### config.mk
export PLATFORM = sky130hd
export DESIGN_NAME = hps_reset_sequencer
export DESIGN_NICKNAME = d
export VERILOG_FILES = /design/src/rtl/hps_rst_pkg.sv /design/src/rtl/key_debounce.sv /design/src/rtl/hps_reset_sequencer.sv
export SDC_FILE = /design/constraint.sdc
export NUM_CORES = 1
export LEC_CHECK = 0
export CAP_MARGIN = 20
export CELL_PAD_IN_SITES_DETAIL_PLACEMENT = 1
export CELL_PAD_IN_SITES_GLOBAL_PLACEMENT = 2
export CORE_UTILIZATION = 44
export DETAILED_ROUTE_END_ITERATION = 6
export PLACE_DENSITY = 0.87
export SYNTH_ARGS = -nofsm -noshare
export SYNTH_HDL_FRONTEND = slang
export SYNTH_SLANG_ARGS = --single-unit
### constraint.sdc
create_clock -name clk -period 10.35 [get_ports clk]
set_clock_uncertainty 0.15 [all_clocks]
set_input_delay 2.07 -clock clk [delete_from_list [all_inputs] [get_ports clk]]
set_output_delay 2.07 -clock clk [all_outputs]
set_load 0.01 [all_outputs]
### src/rtl/hps_rst_pkg.sv
// Shared types and constants for the HPS reset-request sequencer.
//   rst_state_t : sequencer FSM states
//   rst_cause_t : encoding reported on last_cause
//   SYNC_STAGES : depth of every asynchronous-input synchronizer
package hps_rst_pkg;

  localparam int SYNC_STAGES = 2;

  typedef enum logic [2:0] {
    ST_IDLE    = 3'd0,
    ST_TIMING  = 3'd1,
    ST_ASSERT  = 3'd2,
    ST_WAIT_LO = 3'd3,
    ST_WAIT_HI = 3'd4,
    ST_LOCKOUT = 3'd5
  } rst_state_t;

  typedef enum logic [1:0] {
    CAUSE_NONE  = 2'd0,
    CAUSE_WARM  = 2'd1,
    CAUSE_COLD  = 2'd2,
    CAUSE_DEBUG = 2'd3
  } rst_cause_t;

endpackage

### src/rtl/key_debounce.sv
// Synchronizer plus debouncer for one active-low push-button.
//   clk       : fabric clock
//   reset     : asynchronous, active-high
//   i_key_n   : raw button level, active low, asynchronous
//   o_level_n : debounced level (1 = released)
//   o_press   : one-cycle strobe, issued in the cycle the level goes low
//   o_release : one-cycle strobe, issued in the cycle the level goes high
// A new level is accepted after it has been seen on the synchronizer output
// for DEBOUNCE_CYCLES consecutive cycles; any bounce back restarts the count.
module key_debounce
  import hps_rst_pkg::*;
#(
  parameter int DEBOUNCE_CYCLES = 1_000_000
) (
  input  logic clk,
  input  logic reset,
  input  logic i_key_n,
  output logic o_level_n,
  output logic o_press,
  output logic o_release
);

  localparam int                CNT_W    = $clog2(DEBOUNCE_CYCLES + 1);
  localparam logic [CNT_W-1:0]  CNT_LAST = CNT_W'(DEBOUNCE_CYCLES - 1);

  logic [SYNC_STAGES-1:0] r_sync;
  logic [CNT_W-1:0]       r_cnt;
  logic                   r_level_n;
  logic                   r_press;
  logic                   r_release;
  logic                   w_key_n;

  assign w_key_n = r_sync[SYNC_STAGES-1];

  always_ff @(posedge clk or posedge reset) begin
    if (reset) begin
      r_sync    <= '1;
      r_cnt     <= '0;
      r_level_n <= 1'b1;
      r_press   <= 1'b0;
      r_release <= 1'b0;
    end else begin
      r_sync    <= {r_sync[SYNC_STAGES-2:0], i_key_n};
      r_press   <= 1'b0;
      r_release <= 1'b0;
      if (w_key_n != r_level_n) begin
        // Counter never passes CNT_LAST: it is cleared on acceptance.
        if (r_cnt == CNT_LAST) begin
          r_level_n <= w_key_n;
          r_cnt     <= '0;
          r_press   <= ~w_key_n;
          r_release <= w_key_n;
        end else begin
          r_cnt <= r_cnt + 1'b1;
        end
      end else begin
        r_cnt <= '0;
      end
    end
  end

  assign o_level_n = r_level_n;
  assign o_press   = r_press;
  assign o_release = r_release;

endmodule

### src/rtl/hps_reset_sequencer.sv
// Fabric-side sequencer for the HPS cold/warm/debug reset-request inputs.
//   clk          : 50 MHz fabric clock (single domain)
//   reset        : asynchronous, active-high
//   key_n[1:0]   : raw buttons, active low (key0 warm/cold, key1 debug)
//   dbg_en       : allows key1 to issue debug requests
//   h2f_reset_n  : HPS-to-fabric reset, used as the handshake
//   cold_req_n / warm_req_n / dbg_req_n : f2h reset requests, active low
//   busy         : high whenever the sequencer is not idle
//   last_cause   : 0 none, 1 warm, 2 cold, 3 debug
//   timeout      : sticky flag, HPS handshake did not complete in time
module hps_reset_sequencer
  import hps_rst_pkg::*;
#(
  parameter int DEBOUNCE_CYCLES = 1_000_000,
  parameter int LONG_CYCLES     = 150_000_000,
  parameter int HOLD_CYCLES     = 64,
  parameter int TIMEOUT_CYCLES  = 50_000_000,
  parameter int LOCKOUT_CYCLES  = 50_000_000
) (
  input  logic       clk,
  input  logic       reset,
  input  logic [1:0] key_n,
  input  logic       dbg_en,
  input  logic       h2f_reset_n,
  output logic       cold_req_n,
  output logic       warm_req_n,
  output logic       dbg_req_n,
  output logic       busy,
  output logic [1:0] last_cause,
  output logic       timeout
);

  localparam int               LONG_W    = $clog2(LONG_CYCLES + 1);
  localparam int               HOLD_W    = $clog2(HOLD_CYCLES + 1);
  localparam int               TO_W      = $clog2(TIMEOUT_CYCLES + 1);
  localparam int               LOCK_W    = $clog2(LOCKOUT_CYCLES + 1);
  localparam logic [LONG_W-1:0] LONG_LAST = LONG_W'(LONG_CYCLES - 1);
  localparam logic [HOLD_W-1:0] HOLD_LAST = HOLD_W'(HOLD_CYCLES - 1);
  localparam logic [TO_W-1:0]   TO_LAST   = TO_W'(TIMEOUT_CYCLES - 1);
  localparam logic [LOCK_W-1:0] LOCK_LAST = LOCK_W'(LOCKOUT_CYCLES - 1);

  rst_state_t             r_state, w_next;
  rst_cause_t             r_last_cause, w_new_cause;
  logic                   w_set_timeout;
  logic [LONG_W-1:0]      r_long_cnt;
  logic [HOLD_W-1:0]      r_hold_cnt;
  logic [TO_W-1:0]        r_to_cnt;
  logic [LOCK_W-1:0]      r_lock_cnt;
  logic [SYNC_STAGES-1:0] r_dbg_sync;
  logic [SYNC_STAGES-1:0] r_h2f_sync;
  logic                   w_dbg_en, w_h2f_n;
  logic                   w_press0, w_rel0, w_lvl0_n;
  logic                   w_press1, w_rel1_unused, w_lvl1_n;
  logic                   r_cold_n, r_warm_n, r_dbg_n, r_busy, r_timeout;
  logic                   w_cold_n, w_warm_n, w_dbg_n, w_busy;

  key_debounce #(.DEBOUNCE_CYCLES(DEBOUNCE_CYCLES)) u_key0 (
    .clk       (clk),
    .reset     (reset),
    .i_key_n   (key_n[0]),
    .o_level_n (w_lvl0_n),
    .o_press   (w_press0),
    .o_release (w_rel0)
  );

  key_debounce #(.DEBOUNCE_CYCLES(DEBOUNCE_CYCLES)) u_key1 (
    .clk       (clk),
    .reset     (reset),
    .i_key_n   (key_n[1]),
    .o_level_n (w_lvl1_n),
    .o_press   (w_press1),
    .o_release (w_rel1_unused)
  );

  always_ff @(posedge clk or posedge reset) begin
    if (reset) begin
      r_dbg_sync <= '0;
      r_h2f_sync <= '1;
    end else begin
      r_dbg_sync <= {r_dbg_sync[SYNC_STAGES-2:0], dbg_en};
      r_h2f_sync <= {r_h2f_sync[SYNC_STAGES-2:0], h2f_reset_n};
    end
  end

  assign w_dbg_en = r_dbg_sync[SYNC_STAGES-1];
  assign w_h2f_n  = r_h2f_sync[SYNC_STAGES-1];

  // State register
  always_ff @(posedge clk or posedge reset) begin
    if (reset) begin
      r_state      <= ST_IDLE;
      r_last_cause <= CAUSE_NONE;
    end else begin
      r_state      <= w_next;
      r_last_cause <= w_new_cause;
    end
  end

  // Next-state logic; w_new_cause only differs from r_last_cause on ASSERT entry
  always_comb begin
    w_next        = r_state;
    w_new_cause   = r_last_cause;
    w_set_timeout = 1'b0;
    case (r_state)
      ST_IDLE: begin
        if (w_press0) begin
          w_next = ST_TIMING;
        end else if (w_press1 && w_dbg_en) begin
          w_next      = ST_ASSERT;
          w_new_cause = CAUSE_DEBUG;
        end
      end
      ST_TIMING: begin
        // Cold fires at the count without waiting for the release.
        if (r_long_cnt == LONG_LAST) begin
          w_next      = ST_ASSERT;
          w_new_cause = CAUSE_COLD;
        end else if (w_rel0) begin
          w_next      = ST_ASSERT;
          w_new_cause = CAUSE_WARM;
        end
      end
      ST_ASSERT: begin
        if (r_hold_cnt == HOLD_LAST)
          w_next = (r_last_cause == CAUSE_DEBUG) ? ST_LOCKOUT : ST_WAIT_LO;
      end
      ST_WAIT_LO: begin
        if (!w_h2f_n) begin
          w_next = ST_WAIT_HI;
        end else if (r_to_cnt == TO_LAST) begin
          w_next        = ST_LOCKOUT;
          w_set_timeout = 1'b1;
        end
      end
      ST_WAIT_HI: begin
        if (w_h2f_n) begin
          w_next = ST_LOCKOUT;
        end else if (r_to_cnt == TO_LAST) begin
          w_next        = ST_LOCKOUT;
          w_set_timeout = 1'b1;
        end
      end
      ST_LOCKOUT: begin
        if ((r_lock_cnt == LOCK_LAST) && w_lvl0_n && w_lvl1_n)
          w_next = ST_IDLE;
      end
      default: w_next = ST_IDLE;
    endcase
  end

  // Outputs are decoded from the next state and registered, so the request
  // pins change only on clock edges and line up with the state they belong to.
  always_comb begin
    w_cold_n = !((w_next == ST_ASSERT) && (w_new_cause == CAUSE_COLD));
    w_warm_n = !((w_next == ST_ASSERT) && (w_new_cause == CAUSE_WARM));
    w_dbg_n  = !((w_next == ST_ASSERT) && (w_new_cause == CAUSE_DEBUG));
    w_busy   = (w_next != ST_IDLE);
  end

  always_ff @(posedge clk or posedge reset) begin
    if (reset) begin
      r_cold_n  <= 1'b1;
      r_warm_n  <= 1'b1;
      r_dbg_n   <= 1'b1;
      r_busy    <= 1'b0;
      r_timeout <= 1'b0;
    end else begin
      r_cold_n  <= w_cold_n;
      r_warm_n  <= w_warm_n;
      r_dbg_n   <= w_dbg_n;
      r_busy    <= w_busy;
      r_timeout <= r_timeout | w_set_timeout;
    end
  end

  // Per-state timers: each runs only in its own state(s) and saturates.
  always_ff @(posedge clk or posedge reset) begin
    if (reset) begin
      r_long_cnt <= '0;
      r_hold_cnt <= '0;
      r_to_cnt   <= '0;
      r_lock_cnt <= '0;
    end else begin
      if (r_state == ST_TIMING) begin
        if (r_long_cnt != LONG_LAST) r_long_cnt <= r_long_cnt + 1'b1;
      end else begin
        r_long_cnt <= '0;
      end

      if (r_state == ST_ASSERT) begin
        if (r_hold_cnt != HOLD_LAST) r_hold_cnt <= r_hold_cnt + 1'b1;
      end else begin
        r_hold_cnt <= '0;
      end

      // One budget spans both handshake phases.
      if ((r_state == ST_WAIT_LO) || (r_state == ST_WAIT_HI)) begin
        if (r_to_cnt != TO_LAST) r_to_cnt <= r_to_cnt + 1'b1;
      end else begin
        r_to_cnt <= '0;
      end

      if (r_state == ST_LOCKOUT) begin
        if (r_lock_cnt != LOCK_LAST) r_lock_cnt <= r_lock_cnt + 1'b1;
      end else begin
        r_lock_cnt <= '0;
      end
    end
  end

  assign cold_req_n = r_cold_n;
  assign warm_req_n = r_warm_n;
  assign dbg_req_n  = r_dbg_n;
  assign busy       = r_busy;
  assign last_cause = r_last_cause;
  assign timeout    = r_timeout;

endmodule

; Word level (Yosys, flattened, before mapping)
; Index checks and enable logic that the tools add are counted.
[word_totals]
ff_bits = 150
word_cells = 109
[op_classes]
bitwise_logic = 3
mux = 38
n_eq_ne = 26
addsub = 6
n_reduce_logical = 14
[ops]
columns = operator, n
row1 = $mux 26, 4
row2 = $mux 20, 4
row3 = $mux 28, 2
row4 = $add 26x1->26 const B, 2
row5 = $eq 26x26->1 const B, 2
row6 = $ne 26x26->1 const B, 2
row7 = $add 20x1->20 const B, 2
row8 = $eq 20x20->1 const B, 2
row9 = $mux 3, 10
row10 = $add 28x1->28 const B, 1
row11 = $eq 28x28->1 const B, 1
row12 = $ne 28x28->1 const B, 1
row13 = $pmux 3 s6, 1
row14 = $mux 7, 2
row15 = $eq 3x2->1 const B, 3
row16 = $mux 1, 9
row17 = $mux 2, 4
row18 = $ne 2x1->1 const B, 4
row19 = $add 7x1->7 const B, 1
row20 = $eq 7x6->1 const B, 1
row21 = $ne 7x6->1 const B, 1
row22 = $eq 2x2->1 const B, 3
row23 = $eq 3x3->1 const B, 2
row24 = $logic_and 1x1->1, 6
row25 = other kinds (12), 17

; Depth between registers and ports, before layout
[depth]
depth_word = 8
mapped_depth = 9
mapped_depth_nobuf = 7

; Cells and area by module
; A second synthesis with hierarchy kept.
[unflattened]
hier_cells = 736
area_unflattened_um2 = 7347.0
[modules_own_cells]
columns = module, cells_each, instances, seq_area_each_um2, area_per_inst_um2
row1 = hps_reset_sequencer, 514, 1, 2533.7, 4962.3
row2 = key_debounce, 111, 2, 629.4, 1192.4

; Least setup slack after synthesis
; OpenSTA, ideal clock, no wires.
[synth_path]
path_kind = reg-to-output
from = register r_cold_n, in the netlist cold_req_n
to = output port cold_req_n
slack_ps = 7610
path_buffers = 0
arrival_time_ps = 520
path_stages_with_launch = 1
required_ps = 8130
path_cell_list = dfstp_2
[synth_lines]
columns = item, line
row1 = "start, declared", hps_reset_sequencer.sv:54  ; logic r_cold_n, r_warm_n, r_dbg_n, r_busy, r_timeout;
row2 = "start signal, assigned", hps_reset_sequencer.sv:168  ; r_cold_n <= w_cold_n;
row3 = "end, declared", hps_reset_sequencer.sv:25  ; output logic cold_req_n,
; No word-level cell between the ends.

==> flow_summary.json <==
{
  "hpwl_um": 10400,
  "status": "finished clean",
  "rsz0062_at_grt": "false",
  "cpPeakStageDelay_ps": 820,
  "routedWlPerCell_um": 16.1,
  "cp_data_required_time_ps": 10640,
  "drive_gt1_share_pct": 8.40,
  "cts_setup_buffers": 0,
  "syn_inst": 721,
  "h-tree-depth": 4,
  "placementRows": 46,
  "pre_cts_ws_ps": 6100,
  "swShare_pct": 20.9,
  "viasPerCell": 5.45,
  "hold_viol_final": 0,
  "drt-initial-drc-count": 211,
  "tns_ps": 0,
  "netSwitchingPower_w": 0.000265,
  "pwr_density_cell_mw_per_mm2": 156,
  "slowest_stage": "buf_4",
  "max-slew-margin-rel_pct": 34.9,
  "fp.dieW_um": 130,
  "portBuffers": 12,
  "worst_setup_path_start_kind": "input port",
  "grt_pass1_wl_um": 27500,
  "synth-edff-count": 0,
  "fin_crit_sh_pct": 36.0,
  "ys_async_sr_fraction_pct": 100,
  "initial_utilization_pct": 45.1,
  "stdcell_count": 966,
  "die_area_sq_mm": 0.0168,
  "placed_cells": 934,
  "dr.pass1.iters": 4,
  "hold_class": "reg -> reg",
  "worst_slew_pin_slew_ps": 974,
  "antenna_cells": 0,
  "path_clk_slew_ps": 60,
  "grt_use_total_pct": 20.9,
  "clkSinkCount": 150,
  "cts_tree": "built",
  "worstSkewPairLatency_ps": 420,
  "cts_root_buf": "clkbuf_16",
  "synth_seq_cells": 150,
  "gp_congestion": 0.777,
  "setup_viol": 0,
  "fmax_ghz": 0.268,
  "seqPwrFrac_pct": 46.8,
  "io_pins": 13,
  "final_common_cell": "dfrtp_1",
  "syn_nets": 733,
  "antenna_found_initial": 0,
  "syn_area_per_cell_sq_um": 9.93,
  "path_cells": "clkdlybuf4s50_1 -> inv_6 -> buf_4",
  "min_period_ps": 3730,
  "drc": 0,
  "cap_viol_max_count": 0,
  "ctsResizeCount": 0,
  "clockBufferDepth": 2,
  "power.leakage_nw": 3.29,
  "worstSetupEndpointType": "async pin",
  "synth_area_sq_mm": 0.00716,
  "grt_overflow": 0,
  "nets": 749,
  "power.share.clock_pct": 51.6,
  "cts_hold_buf": 0,
  "grt_max_degree": 84,
  "intPower_w": 0.00100,
  "synthFlopType": "dfrtp_1",
  "cp_max_fo": 83,
  "cts_made_buffers": 17,
  "die_h_um": 130,
  "worstSetupPathType": "in -> async",
  "final_cell_mix": "139 x dfrtp_1, 128 x nor2_1, 60 x xor2_1",
  "crit_arrival_ps": 4020,
  "pwr-share-comb_pct": 1.6,
  "synth_cell_type_count": 47,
  "ir_worst_vdd_uv": 122,
  "ant_nets": 0,
  "drt_wl_total_um": 15600,
  "drv_slew": 0,
  "seq_area_frac_synth_pct": 52.6,
  "area_growth_pct": 13.3,
  "ys_warn_count": 0,
  "setup_ws_ps": 6620,
  "core_area_sq_mm": 0.0159,
  "vias": 5264,
  "grt_pass1_vias": 5523
}
-- cell usage after synthesis, types with 3 or more instances --
| cell | count | area (sq um) |
|---|---|---|
| nor3_2 | 5 | 50.1 |
| and2_1 | 8 | 50.1 |
| nor2b_1 | 4 | 25.0 |
| nor2_1 | 128 | 480 |
| clkbuf_1 | 9 | 33.8 |
| inv_1 | 12 | 45.0 |
| xnor2_1 | 43 | 377 |
| dfrtp_1 | 139 | 3480 |
| xor2_1 | 60 | 526 |
| and4_1 | 9 | 78.8 |
| ha_1 | 6 | 75.1 |
| nor3b_1 | 5 | 37.5 |
| nand2b_1 | 5 | 31.3 |
| nor4b_1 | 5 | 43.8 |
| nand3_1 | 57 | 285 |
| nand4_1 | 26 | 163 |
| a31oi_1 | 3 | 18.8 |
| dfstp_2 | 11 | 289 |
| a21oi_1 | 21 | 105 |
| nand4bb_1 | 3 | 33.8 |
| nor3_1 | 15 | 75.1 |
| nand2_1 | 48 | 180 |
| and3_1 | 19 | 119 |
| mux2i_1 | 3 | 30.0 |
| or2_2 | 5 | 31.3 |
| buf_2 | 7 | 35.0 |
| or3_1 | 18 | 113 |
| o21ai_0 | 19 | 95.1 |
| nor4_1 | 5 | 31.3 |
-- final cells by class --
class | count | area, sq um
clock buffer | 19 | 443
clock inverter | 13 | 180
fill | 1802 | 7770
inverter | 12 | 50.0
multi-input combinational | 541 | 3260
sequential | 150 | 3770
tap | 216 | 270
timing repair buffer | 15 | 143
-- power by group through the flow --
stage               clock network (W)  registers [W]  logic (W)
global placement                    0       0.000605  0.0000201
detailed placement                  0       0.000605  0.0000210
global route                 0.000691       0.000594  0.0000238
CTS                          0.000667       0.000594  0.0000212
finish                       0.000655       0.000594  0.0000201
floorplan                           0       0.000604  0.0000138
-- worst paths after layout --
check,cells after the start,to,slack [ps],from
max,3,r_to_cnt[13],6620,reset
min in group asynchronous,2,u_key1.r_cnt[1],2050,reset
min reg2reg,0,u_key0.r_sync[1],210,u_key0.r_sync[0]
max reg2reg,7,busy,7550,r_to_cnt[0]
max in group clk,1,dbg_req_n,6660,dbg_req_n
min,0,u_key0.r_sync[1],210,u_key0.r_sync[0]
-- registers in the layout, summed over array words and instances (netlist names), 3 cells and up --
register	count
u_key0.r_cnt	20
r_state	3
r_lock_cnt	26
r_long_cnt	28
r_to_cnt	26
u_key1.r_cnt	20
r_hold_cnt	7
-- worst max-delay path, delay by kind of cell --
kind / cells / cell delay [ps]
buffers and inverters: 3 / 1880
-- cell families after synthesis --
kind of cell	Yosys count	share of synthesized area [%]
XOR/XNOR	103	12.6
buffers and inverters	30	1.85
AO/OA/AOI/OAI	50	3.97
multiplexers	5	0.734
adder cells (fa/ha/maj)	6	1.05
flip-flops	150	52.6
AND/OR/NAND/NOR	377	27.2
-- per-stage QoR --
step | hold WS (ps) | power (W) | utilization, % | area, sq um
floorplan | 181 | 0.000618 | - | 7160
global placement | 197 | 0.000625 | 47.1 | 7490
detailed placement | 198 | 0.000626 | 47.1 | 7490
CTS | 207 | 0.00128 | 51.1 | 8110
global route | 209 | 0.00131 | 51.1 | 8110
finish | 207 | 0.00127 | 51.1 | 8110
-- routing by layer --
layer | GRT usage, % | share of wire [%] | vias to the layer above
met5 | 0 | 0 | -
met4 | 5.54 | 1.0 | 0
met3 | 4.58 | 2.5 | 11
met2 | 35.5 | 51 | 54
met1 | 27.0 | 46 | 2688
li1 | - | - | 2511
Power figures use the tool's default switching activity.
